===== src/rtl/cpu_run_ctrl.sv =====
// cpu_run_ctrl: run/step/halt sequencer for the 4-bit LED CPU.
// Conditions the three board buttons, derives a run tick from a free-running
// prescaler and issues a one-cycle cpu_en strobe per instruction. After every
// instruction the program counter is checked for a breakpoint or a jump-to-self.
//
// state    | meaning
// ---------+-----------------------------------------------------------
// RST_HOLD | cpu_rst asserted, hold counter running, then HALT
// HALT     | idle, waiting for a run or step press
// RUN      | free running, one instruction per prescaler tick
// EXEC     | cpu_en high for exactly one cycle, adr_prev captured
// CHECK    | adr reflects the executed instruction; decide halt or resume
module cpu_run_ctrl #(
  parameter int TICK_BASE       = 12,
  parameter int DB_CYCLES       = 65535,
  parameter int RST_HOLD_CYCLES = 4
) (
  input  logic       clk,
  input  logic       reset,
  input  logic       btn_run,
  input  logic       btn_step,
  input  logic       btn_rst,
  input  logic [1:0] speed,
  input  logic [3:0] adr,
  input  logic       bp_en,
  input  logic [3:0] bp_adr,
  output logic       cpu_en,
  output logic       cpu_rst,
  output logic [2:0] state,
  output logic       halted,
  output logic [7:0] step_count
);

  localparam int PW  = TICK_BASE + 12;
  // Debounce counter counts 0 .. DB_CYCLES-1; the level flips on the cycle
  // that would make it reach DB_CYCLES.
  localparam int DBW = (DB_CYCLES > 1) ? $clog2(DB_CYCLES) : 1;
  localparam logic [DBW-1:0] DB_LAST = DBW'(DB_CYCLES - 1);
  localparam int HW  = (RST_HOLD_CYCLES > 1) ? $clog2(RST_HOLD_CYCLES) : 1;
  localparam logic [HW-1:0] HOLD_LAST = HW'(RST_HOLD_CYCLES - 1);

  localparam int B_RUN  = 0;
  localparam int B_STEP = 1;
  localparam int B_RST  = 2;

  typedef enum logic [2:0] {
    S_RST_HOLD = 3'd0,
    S_HALT     = 3'd1,
    S_RUN      = 3'd2,
    S_EXEC     = 3'd3,
    S_CHECK    = 3'd4
  } state_t;

  // button conditioning
  logic [2:0]     sync1_q, sync2_q;
  logic [2:0]     db_lvl_q, db_lvl_d;
  logic [DBW-1:0] db_cnt_q [3];
  logic [DBW-1:0] db_cnt_d [3];
  logic [2:0]     press_q, press_d;

  // prescaler
  logic [PW-1:0]  presc_q, presc_d;
  logic [PW-1:0]  tick_mask;
  logic           tick;

  // sequencer
  state_t         state_q, state_d;
  logic [HW-1:0]  hold_q, hold_d;
  logic [7:0]     step_cnt_q, step_cnt_d;
  logic           halted_q, halted_d;
  logic           pause_q, pause_d;
  logic           run_mode_q, run_mode_d;
  logic [3:0]     adr_prev_q, adr_prev_d;

  logic           run_press, step_press, rst_press;

  // Debounce: the level follows the synchronized input only after it has
  // disagreed for DB_CYCLES consecutive cycles; a rising flip is a press.
  always_comb begin
    db_lvl_d = db_lvl_q;
    press_d  = '0;
    for (int i = 0; i < 3; i++) begin
      db_cnt_d[i] = '0;
      if (sync2_q[i] != db_lvl_q[i]) begin
        if (db_cnt_q[i] == DB_LAST) begin
          db_lvl_d[i] = sync2_q[i];
          press_d[i]  = sync2_q[i];
        end else begin
          db_cnt_d[i] = db_cnt_q[i] + 1'b1;
        end
      end
    end
  end

  // Prescaler increment and speed-dependent tick compare on the low bits.
  always_comb begin
    presc_d   = presc_q + 1'b1;
    tick_mask = ~({PW{1'b1}} << (TICK_BASE + 4 * int'(speed)));
    tick      = ((presc_q & tick_mask) == '0);
  end

  // Synchronizers, debouncers and prescaler registers.
  always_ff @(posedge clk) begin
    if (reset) begin
      sync1_q  <= '0;
      sync2_q  <= '0;
      db_lvl_q <= '0;
      press_q  <= '0;
      presc_q  <= '0;
      for (int i = 0; i < 3; i++) begin
        db_cnt_q[i] <= '0;
      end
    end else begin
      sync1_q  <= {btn_rst, btn_step, btn_run};
      sync2_q  <= sync1_q;
      db_lvl_q <= db_lvl_d;
      press_q  <= press_d;
      presc_q  <= presc_d;
      for (int i = 0; i < 3; i++) begin
        db_cnt_q[i] <= db_cnt_d[i];
      end
    end
  end

  assign run_press  = press_q[B_RUN];
  assign step_press = press_q[B_STEP];
  assign rst_press  = press_q[B_RST];

  // Sequencer next-state logic; a soft-reset press overrides every state.
  always_comb begin
    state_d    = state_q;
    hold_d     = '0;
    step_cnt_d = step_cnt_q;
    halted_d   = halted_q;
    pause_d    = pause_q;
    run_mode_d = run_mode_q;
    adr_prev_d = adr_prev_q;

    unique case (state_q)
      S_RST_HOLD: begin
        step_cnt_d = '0;
        halted_d   = 1'b0;
        pause_d    = 1'b0;
        if (hold_q == HOLD_LAST) begin
          state_d = S_HALT;
        end else begin
          hold_d = hold_q + 1'b1;
        end
      end
      S_HALT: begin
        pause_d = 1'b0;
        if (run_press) begin
          state_d  = S_RUN;
          halted_d = 1'b0;
        end else if (step_press) begin
          state_d    = S_EXEC;
          run_mode_d = 1'b0;
          halted_d   = 1'b0;
        end
      end
      S_RUN: begin
        if (run_press) begin
          state_d = S_HALT;
        end else if (tick) begin
          state_d    = S_EXEC;
          run_mode_d = 1'b1;
        end
      end
      S_EXEC: begin
        adr_prev_d = adr;
        step_cnt_d = step_cnt_q + 8'd1;
        state_d    = S_CHECK;
        if (run_press) begin
          pause_d = 1'b1;
        end
      end
      S_CHECK: begin
        // A run press arriving in CHECK itself is treated as a pause request
        // consumed right here, so it never lingers into a later run.
        pause_d = 1'b0;
        if (adr == adr_prev_q) begin
          halted_d = 1'b1;
          state_d  = S_HALT;
        end else if (bp_en && (adr == bp_adr)) begin
          state_d = S_HALT;
        end else if (pause_q || run_press) begin
          state_d = S_HALT;
        end else if (run_mode_q) begin
          state_d = S_RUN;
        end else begin
          state_d = S_HALT;
        end
      end
      default: begin
        state_d = S_RST_HOLD;
      end
    endcase

    if (rst_press) begin
      state_d    = S_RST_HOLD;
      hold_d     = '0;
      step_cnt_d = '0;
      halted_d   = 1'b0;
      pause_d    = 1'b0;
    end
  end

  // Sequencer state registers.
  always_ff @(posedge clk) begin
    if (reset) begin
      state_q    <= S_RST_HOLD;
      hold_q     <= '0;
      step_cnt_q <= '0;
      halted_q   <= 1'b0;
      pause_q    <= 1'b0;
      run_mode_q <= 1'b0;
      adr_prev_q <= '0;
    end else begin
      state_q    <= state_d;
      hold_q     <= hold_d;
      step_cnt_q <= step_cnt_d;
      halted_q   <= halted_d;
      pause_q    <= pause_d;
      run_mode_q <= run_mode_d;
      adr_prev_q <= adr_prev_d;
    end
  end

  assign cpu_en     = (state_q == S_EXEC);
  assign cpu_rst    = (state_q == S_RST_HOLD);
  assign state      = state_q;
  assign halted     = halted_q;
  assign step_count = step_cnt_q;

endmodule

===== config.mk =====
export PLATFORM = sky130hd
export DESIGN_NAME = cpu_run_ctrl
export DESIGN_NICKNAME = d
export VERILOG_FILES = /design/src/rtl/cpu_run_ctrl.sv
export SDC_FILE = /design/constraint.sdc
export NUM_CORES = 1
export LEC_CHECK = 0
export ABC_CLOCK_PERIOD_IN_PS = 4570
export CAP_MARGIN = 5
export CORE_ASPECT_RATIO = 1.4
export CORE_MARGIN = 1.5
export CORE_UTILIZATION = 36
export DETAILED_ROUTE_END_ITERATION = 8
export PLACE_DENSITY = 0.63
export SLEW_MARGIN = 40
export SYNTH_ARGS = -nofsm -noshare
export SYNTH_HDL_FRONTEND = slang
export SYNTH_SLANG_ARGS = --single-unit

===== constraint.sdc =====
create_clock -name clk -period 4.57 [get_ports clk]
set_clock_uncertainty 0.15 [all_clocks]
set_input_delay 1.1425 -clock clk [delete_from_list [all_inputs] [get_ports clk]]
set_output_delay 1.1425 -clock clk [all_outputs]
set_load 0.05 [all_outputs]

### Yosys cells after proc, flatten, opt, wreduce, memory -nomap -nowiden

Memories as Yosys holds them, arrays and structs flattened.
Cells that the tools add are included.

| cells by class | value |
|---|---|
| $add $sub $neg | 7 |
| equal/unequal tests | 22 |
| shift-type cells | 1 |
| multiplexer cells | 33 |
| bitwise logic cells | 12 |
| reductions and logical operators | 21 |

Operators by type and width:

| cell | count |
|---|---|
| $mux W16 | 9 |
| $add A16 B1 Y16 const B | 3 |
| $eq A16 B16 Y1 const B | 3 |
| $add A24 B1 Y24 const B | 1 |
| $and A24 B24 Y24 | 1 |
| $logic_not A24 Y1 | 1 |
| $not A24 Y24 | 1 |
| $shl A24 B5 Y24 const A | 1 |
| $pmux W8 S2 | 1 |
| $mux W3 | 5 |
| $pmux W3 S5 | 1 |
| $reduce_or A3 Y1 | 4 |
| $mux W1 | 10 |
| $ne A2 B2 Y1 const B | 5 |
| $add A8 B1 Y8 const B | 1 |
| $eq A4 B4 Y1 | 2 |
| $mux W2 | 4 |
| $reduce_and A2 Y1 | 4 |
| $not A1 Y1 | 7 |
| $eq A3 B2 Y1 const B | 2 |
| $ne A3 B3 Y1 const B | 2 |
| $reduce_and A3 Y1 | 2 |
| $reduce_bool A2 Y1 | 3 |
| $add A4 B4 Y5 const A | 1 |
| 16 further kinds | 22 |

| storage, ports and cells | value |
|---|---|
| bits in registers | 56 |
| memory bits (writable) | 48 |
| bits of input ports | 16 |
| word-level logic and storage cells | 113 |
| memories | 1 |

Memories:

| name | depth | bits a word | rd ports | clocked after memory_dff | wr ports | RTL line | source |
|---|---|---|---|---|---|---|---|
| db_cnt_q | 3 | 16 | 3 | 0 | 3 | 57 | `logic [DBW-1:0] db_cnt_q [3];` |

### Depth between registers and ports, before layout

Gate-level depths: netlist of run 1.

| depth | value |
|---|---|
| depth in word-level cells | 8 |
| mapped depth | 7 |

### Worst setup path before layout of run 1

Ideal clock, no wire load.

| timing path | value |
|---|---|
| kind | reg-to-output |
| from | register state_q[0], in the netlist state[0] |
| to | output cpu_en |
| arrival | 1,497 ps |
| required time | 3,278 ps |
| path slack | 1,780 ps |
| cell stages (with the launch flop) | 5 |
| buffers on the path | 2 |
| cell sequence | dfxtp_1 > buf_2 > nand3b_2 > inv_2 > buf_2 |

| between the ends | value |
|---|---|
| cells in the longest elaborated chain, start to end | 1 |

Ends and longest elaborated chain:

| item | RTL line | source |
|---|---|---|
| start, declared | 67 | `state_t state_q, state_d;` |
| start signal, assigned | 219 | `state_q <= state_d;` |
| $eq A3 B2 Y1 | 229 | `assign cpu_en = (state_q == S_EXEC);` |
| end, declared | 27 | `output logic cpu_en,` |

No other way between the ends.

### Worst setup path after layout of run 1

| timing path | value |
|---|---|
| from | register state_q[1], in the netlist state[1] |
| to | output cpu_en |

Same word-level chain as after synthesis.

==> reports/metrics.cfg, run 1 <==
[status]
run_status=completed

[critical_path]
rr_startpoint=state[1]$_SDFFE_PP0P_
rrSetupSlack_ns=2.38
cp-start-kind=flop
timing_worst_setup_path_type=flop to output port
crit_start=state[1]$_SDFFE_PP0P_
r2r-end=step_count[6]$_SDFFE_PP0P_
arrival_ns=2.33
critPathRequiredTime_ns=3.28
reg2regPathDepth=5
endpoint_kind=output port
crit_fanout=15

[floorplan]
ios=30
core.rowCount=49
start_util=0.368
die_y_um=138
dieArea_mm2=0.0138
die_x_um=99.8
core-area_mm2=0.0128

[global_route]
track_usage=0.133
grt_overflow_total=0
grt_pass1_vias=3533
antenna_found_initial=0
grt_max_degree=32
grt_pass1_wl_um=15400

[sta]
post-route-period-util=0.793
holdWs_ns=0.289
hold_viol_final=0
slew_headroom=0.554
fmax_ghz=0.276
min_period_ns=3.62
worstMarginPinSlew_ns=0.669
rsz0062_at_grt=no
finalSetupViolations=0
finalSetupTns_ns=0
final_max_slew_viol_count=0

[placement]
gp_congestion=0.810
io_buffers=29
hpwl_um=6160

[detailed_routing]
route.detailed.drc=0
dr.pass1.iters=4
met3WireLength_um=270
top_layer=met4
ant_nets=0
wl_met1_um=4080
drt_iter0_drc=133
drt-total-wl_um=8740
num_vias=3768
routed-wl-met2_um=4200
vias_per_cell=5.28
wl_per_cell_um=12.2

[hold_path]
holdPathStages=1
min_to=hold_q[0]$_SDFF_PP0_
min_path_type=flop to flop
hp-start=hold_q[0]$_SDFF_PP0_

[final_layout]
post-route-util=0.421
multi_input_area_mm2=0.00249
drive_above_1_share=0.0446
nets=585
final_common_cell=dfxtp_1
area_delta_synth_final_pct=14.3
num_antenna_cells=0
fillers=1259
register_area_mm2=0.00208
final_cell_mix=104 x dfxtp_1, 76 x nor2_1, 49 x xor2_1

[power]
p_leak_nw=1.83
powerDensity_mw_per_mm2=325
ir_worst_vdd_mv=0.223
power_switching_w=0.000396
p_seq_frac=0.529
p_comb_frac=0.052
clock_power_share=0.419
p_total_w=0.00175
swShare=0.226
internal_power_w=0.00136

[yosys]
netlist_area_mm2=0.00472
yosysWarnings=0
synth_fp_nets=571
synth_edf_count=0
synth_cell_types=49
synth_ff_type=dfxtp_1
syn_inst=542
seq_area_frac_synth=0.441
ys_async_sr_fraction=0
synth.ff_latch_count=104
syn_avg_cell_area_um2=8.71

[clock_network]
post_cts_buffers=0
clkTransAtPathRegs_ns=0.07
cts_tree=yes
root_buffer=clkbuf_16
cts_hold_buf=0
cts_resized=0
cts_sinks=104
htreeDepth=3
insertion_delay_ns=0.35
cts_buffers=9
clock_path_buffers=2

[run]
cap_violations=0

-- metrics by stage --
step / area (um^2) / worst slack, ns / cells
5_1_grt: 5390 / 0.829 / 714
2_1_floorplan: 4720 / 1.78 / 542
3_5_place_dp: 5100 / 1.35 / 698
3_3_place_gp: 5090 / 1.41 / 698
4_1_cts: 5390 / 0.966 / 714
6_report: 5390 / 0.945 / 714
-- power by group through the flow --
stage	combinational, W	sequential [W]	clock [W]
6_report	0.0000904	0.000929	0.000735
5_1_grt	0.000101	0.000931	0.000795
3_5_place_dp	0.0000912	0.000950	0
2_1_floorplan	0.0000585	0.000949	0
3_3_place_gp	0.0000898	0.000949	0
4_1_cts	0.0000916	0.000929	0.000763
-- worst max path at each step --
stage,end,slack [ns],cells past startpoint
6_report,cpu_en,0.95,3
5_1_grt,cpu_en,0.83,3
4_1_cts,cpu_en,0.97,3
3_5_place_dp,cpu_en,1.35,3
3_3_place_gp,cpu_en,1.41,3
2_1_floorplan,cpu_en,1.78,4
-- synth_stat cells (2+ instances only) --
master / instances / area share
a21oi_1: 30 / 0.032
a22oi_1: 2 / 0.0032
a31oi_1: 2 / 0.0027
and2_1: 6 / 0.0080
and3_1: 14 / 0.019
and4_1: 12 / 0.022
buf_2: 11 / 0.012
clkbuf_1: 15 / 0.012
dfxtp_1: 104 / 0.44
ha_1: 13 / 0.034
inv_1: 9 / 0.0072
inv_2: 2 / 0.0016
mux2_1: 2 / 0.0048
nand2_1: 34 / 0.027
nand2b_1: 4 / 0.0053
nand3_1: 30 / 0.032
nand3b_1: 4 / 0.0064
nand4_1: 25 / 0.033
nor2_1: 76 / 0.060
nor2b_1: 9 / 0.012
nor3_1: 2 / 0.0021
nor4_1: 10 / 0.013
o21ai_0: 9 / 0.0095
o21ai_1: 10 / 0.011
o311ai_0: 2 / 0.0037
o31ai_1: 3 / 0.0048
o41ai_1: 3 / 0.0056
or3_1: 16 / 0.021
or4_1: 6 / 0.0095
xnor2_1: 10 / 0.019
xor2_1: 49 / 0.091
-- metal layers --
| metal | global-route usage | up-vias |
|---|---|---|
| li1 | - | 1935 |
| met1 | 0.162 | 1779 |
| met2 | 0.226 | 42 |
| met3 | 0.0253 | 12 |
| met4 | 0.0593 | 0 |
| met5 | 0 | - |
-- worst max-delay path, stage by stage (launching register included) --
cell and delay [ns]:
dfxtp_1 0.60, nand3b_2 0.30, inv_2 0.25, clkdlybuf4s50_1 0.84
-- state kept, by name, summed over array words and instances, names as in the netlist --
register / cells
db_cnt_q: 48
presc_q: 24
step_count: 8
adr_prev_q: 4
db_lvl_q: 3
press_q: 3
state: 3
sync1_q: 3
sync2_q: 3
hold_q: 2
halted: 1
pause_q: 1
run_mode_q: 1
-- final cells by class --
type                    instances  area share
clock inverters                 5     0.00765
inverters                      11     0.00765
clock buffers                  11      0.0469
multi-input cells             400       0.461
flip-flops and latches        104       0.386
repair buffers                 30      0.0552
well taps                     153      0.0355
-- cells by family after synthesis --
group	synth area share
AOI/OAI and AO/OA	0.0936
xor gates and xnor gates	0.110
adders and majority gates	0.0345
buffers and inverters	0.0331
DFF	0.441
muxes	0.00689
and+or+nand+nor	0.281
(Power assumes the default switching activity.)
==> run 2, diff against run 1 <==
--- a/config.mk
+++ b/config.mk
@@ -5,13 +5,13 @@
 export SDC_FILE = /design/constraint.sdc
 export NUM_CORES = 1
 export LEC_CHECK = 0
-export ABC_CLOCK_PERIOD_IN_PS = 4570
+export ABC_CLOCK_PERIOD_IN_PS = 3170
 export CAP_MARGIN = 5
 export CORE_ASPECT_RATIO = 1.4
 export CORE_MARGIN = 1.5
 export CORE_UTILIZATION = 36
 export DETAILED_ROUTE_END_ITERATION = 8
-export PLACE_DENSITY = 0.63
+export PLACE_DENSITY = 0.65
 export SLEW_MARGIN = 40
 export SYNTH_ARGS = -nofsm -noshare
 export SYNTH_HDL_FRONTEND = slang
==> constraint.sdc (replaced) <==
create_clock -name clk -period 3.17 [get_ports clk]
set_clock_uncertainty 0.15 [all_clocks]
set_input_delay 0.7925 -clock clk [delete_from_list [all_inputs] [get_ports clk]]
set_output_delay 0.7925 -clock clk [all_outputs]
set_load 0.05 [all_outputs]
==> run 2 against run 1 <==
- worst hold slack improved by 0.00069 ns
- worst setup slack got worse by 0.77 ns
- die area did not move
- first-iteration DRC count rose by 6.8%
- sequential power rose by 44%
- via count rose by 0.82%
- final cell count rose by 0.70%
==> reports/metrics.cfg, run 2 (same netlist as run 1, synthesis figures left out) <==
[global_route]
track_usage=0.136
grt_pass1_wl_um=15800
grt_max_degree=32
antenna_found_initial=0
grt_pass1_vias=3740
grt_overflow_total=0

[critical_path]
cp-start-kind=flop
endpoint_kind=output port
reg2regPathDepth=4
crit_fanout=12
rr_startpoint=presc_q[7]$_SDFF_PP0_
timing_worst_setup_path_type=flop to output port
arrival_ns=2.06
rrSetupSlack_ns=1.03
r2r-end=presc_q[23]$_SDFF_PP0_
critPathRequiredTime_ns=2.23

[hold_path]
hp-start=hold_q[0]$_SDFF_PP0_
holdPathStages=1
min_to=hold_q[0]$_SDFF_PP0_
min_path_type=flop to flop

[sta]
slew_headroom=0.580
post-route-period-util=0.946
rsz0062_at_grt=no
final_max_slew_viol_count=0
finalSetupTns_ns=0
min_period_ns=3.00
worstMarginPinSlew_ns=0.629
fmax_ghz=0.333
hold_viol_final=0
finalSetupViolations=0

[final_layout]
area_delta_synth_final_pct=14.8
final_cell_mix=104 x dfxtp_1, 76 x nor2_1, 49 x xor2_1
top_register=db_cnt_q
num_antenna_cells=0
fillers=1228
final_common_cell=dfxtp_1
nets=590
largest_reg_flops=48
drive_above_1_share=0.0477

[power]
ir_worst_vdd_mv=0.253
p_total_w=0.00251
powerDensity_mw_per_mm2=463
p_leak_nw=1.84

[detailed_routing]
dr.pass1.iters=6
drt-total-wl_um=8940
num_vias=3799
wl_per_cell_um=12.4
ant_nets=0
route.detailed.drc=0
drt_iter0_drc=142
vias_per_cell=5.28

[status]
run_status=completed

[clock_network]
clock_path_buffers=2
root_buffer=clkbuf_16
post_cts_buffers=0
clkTransAtPathRegs_ns=0.07
cts_tree=yes
htreeDepth=3
insertion_delay_ns=0.34
cts_sinks=104
cts_buffers=9

[placement]
io_buffers=29
gp_congestion=0.773
hpwl_um=6460

[floorplan]
dieArea_mm2=0.0138
core.rowCount=49
die_y_um=138
die_x_um=99.8
core-area_mm2=0.0128
ios=30
start_util=0.368

[run]
cap_violations=0

## run 2: per-layer routing
layer / global-route usage / vias to the layer above / part of all wire
met3: 0.0273 / 13 / 0.031
met2: 0.247 / 54 / 0.50
li1: - / 1946 / -
met4: 0.0563 / 0 / 0.016
met1: 0.150 / 1786 / 0.45
met5: 0 / - / 0
## run 2: worst max-delay path by stage
| stage | startpoint | to | slack, ns | cells after the start |
|---|---|---|---|---|
| CTS | state[0]$_SDFFE_PP0P_ | cpu_rst | 0.04 | 3 |
| detailed placement | speed[0] | run_mode_q$_SDFFE_PP0P_ | 0.40 | 7 |
| global placement | state[0]$_SDFFE_PP0P_ | cpu_rst | 0.43 | 3 |
| global route | state[0]$_SDFFE_PP0P_ | cpu_en | 0.04 | 3 |
| floorplan | state[0]$_SDFFE_PP0P_ | cpu_en | 0.73 | 4 |
| finish | state[0]$_SDFFE_PP0P_ | cpu_en | 0.17 | 3 |
## run 2: final cells by class
cell class                      instances  area, um^2  share of cell area
Multi-Input combinational cell        400        2480               0.458
Clock inverter                          5        41.3             0.00762
Sequential cell                       104        2080               0.384
Tap cell                              153         191              0.0353
Clock buffer                           11         243              0.0448
Inverter                               11        41.3             0.00762
Timing Repair Buffer                   35         338              0.0624
## run 2: where the power goes
| part | internal (W) | switching (W) | total, W |
|---|---|---|---|
| Clock | 0.000559 | 0.000475 | 0.00103 |
| Combinational | 0.0000577 | 0.0000746 | 0.000132 |
| Sequential | 0.00132 | 0.0000153 | 0.00134 |
| Total | 0.00194 | 0.000565 | 0.00251 |
## run 2: critical path, stage by stage (launching register included)
cell	delay [ns]
dfxtp_1	0.55
nand3b_2	0.26
inv_2	0.11
clkdlybuf4s50_1	0.80
## run 2: metrics by stage
step | util | hold slack (ns) | setup WS, ns | instance area [um^2] | std cells
2_1_floorplan | - | 0.258 | 0.730 | 4720 | 542
3_3_place_gp | 0.400 | 0.271 | 0.428 | 5130 | 703
3_5_place_dp | 0.400 | 0.283 | 0.404 | 5130 | 703
4_1_cts | 0.423 | 0.293 | 0.0417 | 5410 | 719
5_1_grt | 0.423 | 0.300 | 0.0409 | 5420 | 719
6_report | 0.423 | 0.290 | 0.171 | 5420 | 719
## run 2: timing repair
item                       in CTS  in global routing
hold buffers                    0                  0
setup endpoints to repair       0                  1
gates resized for setup         0                  1
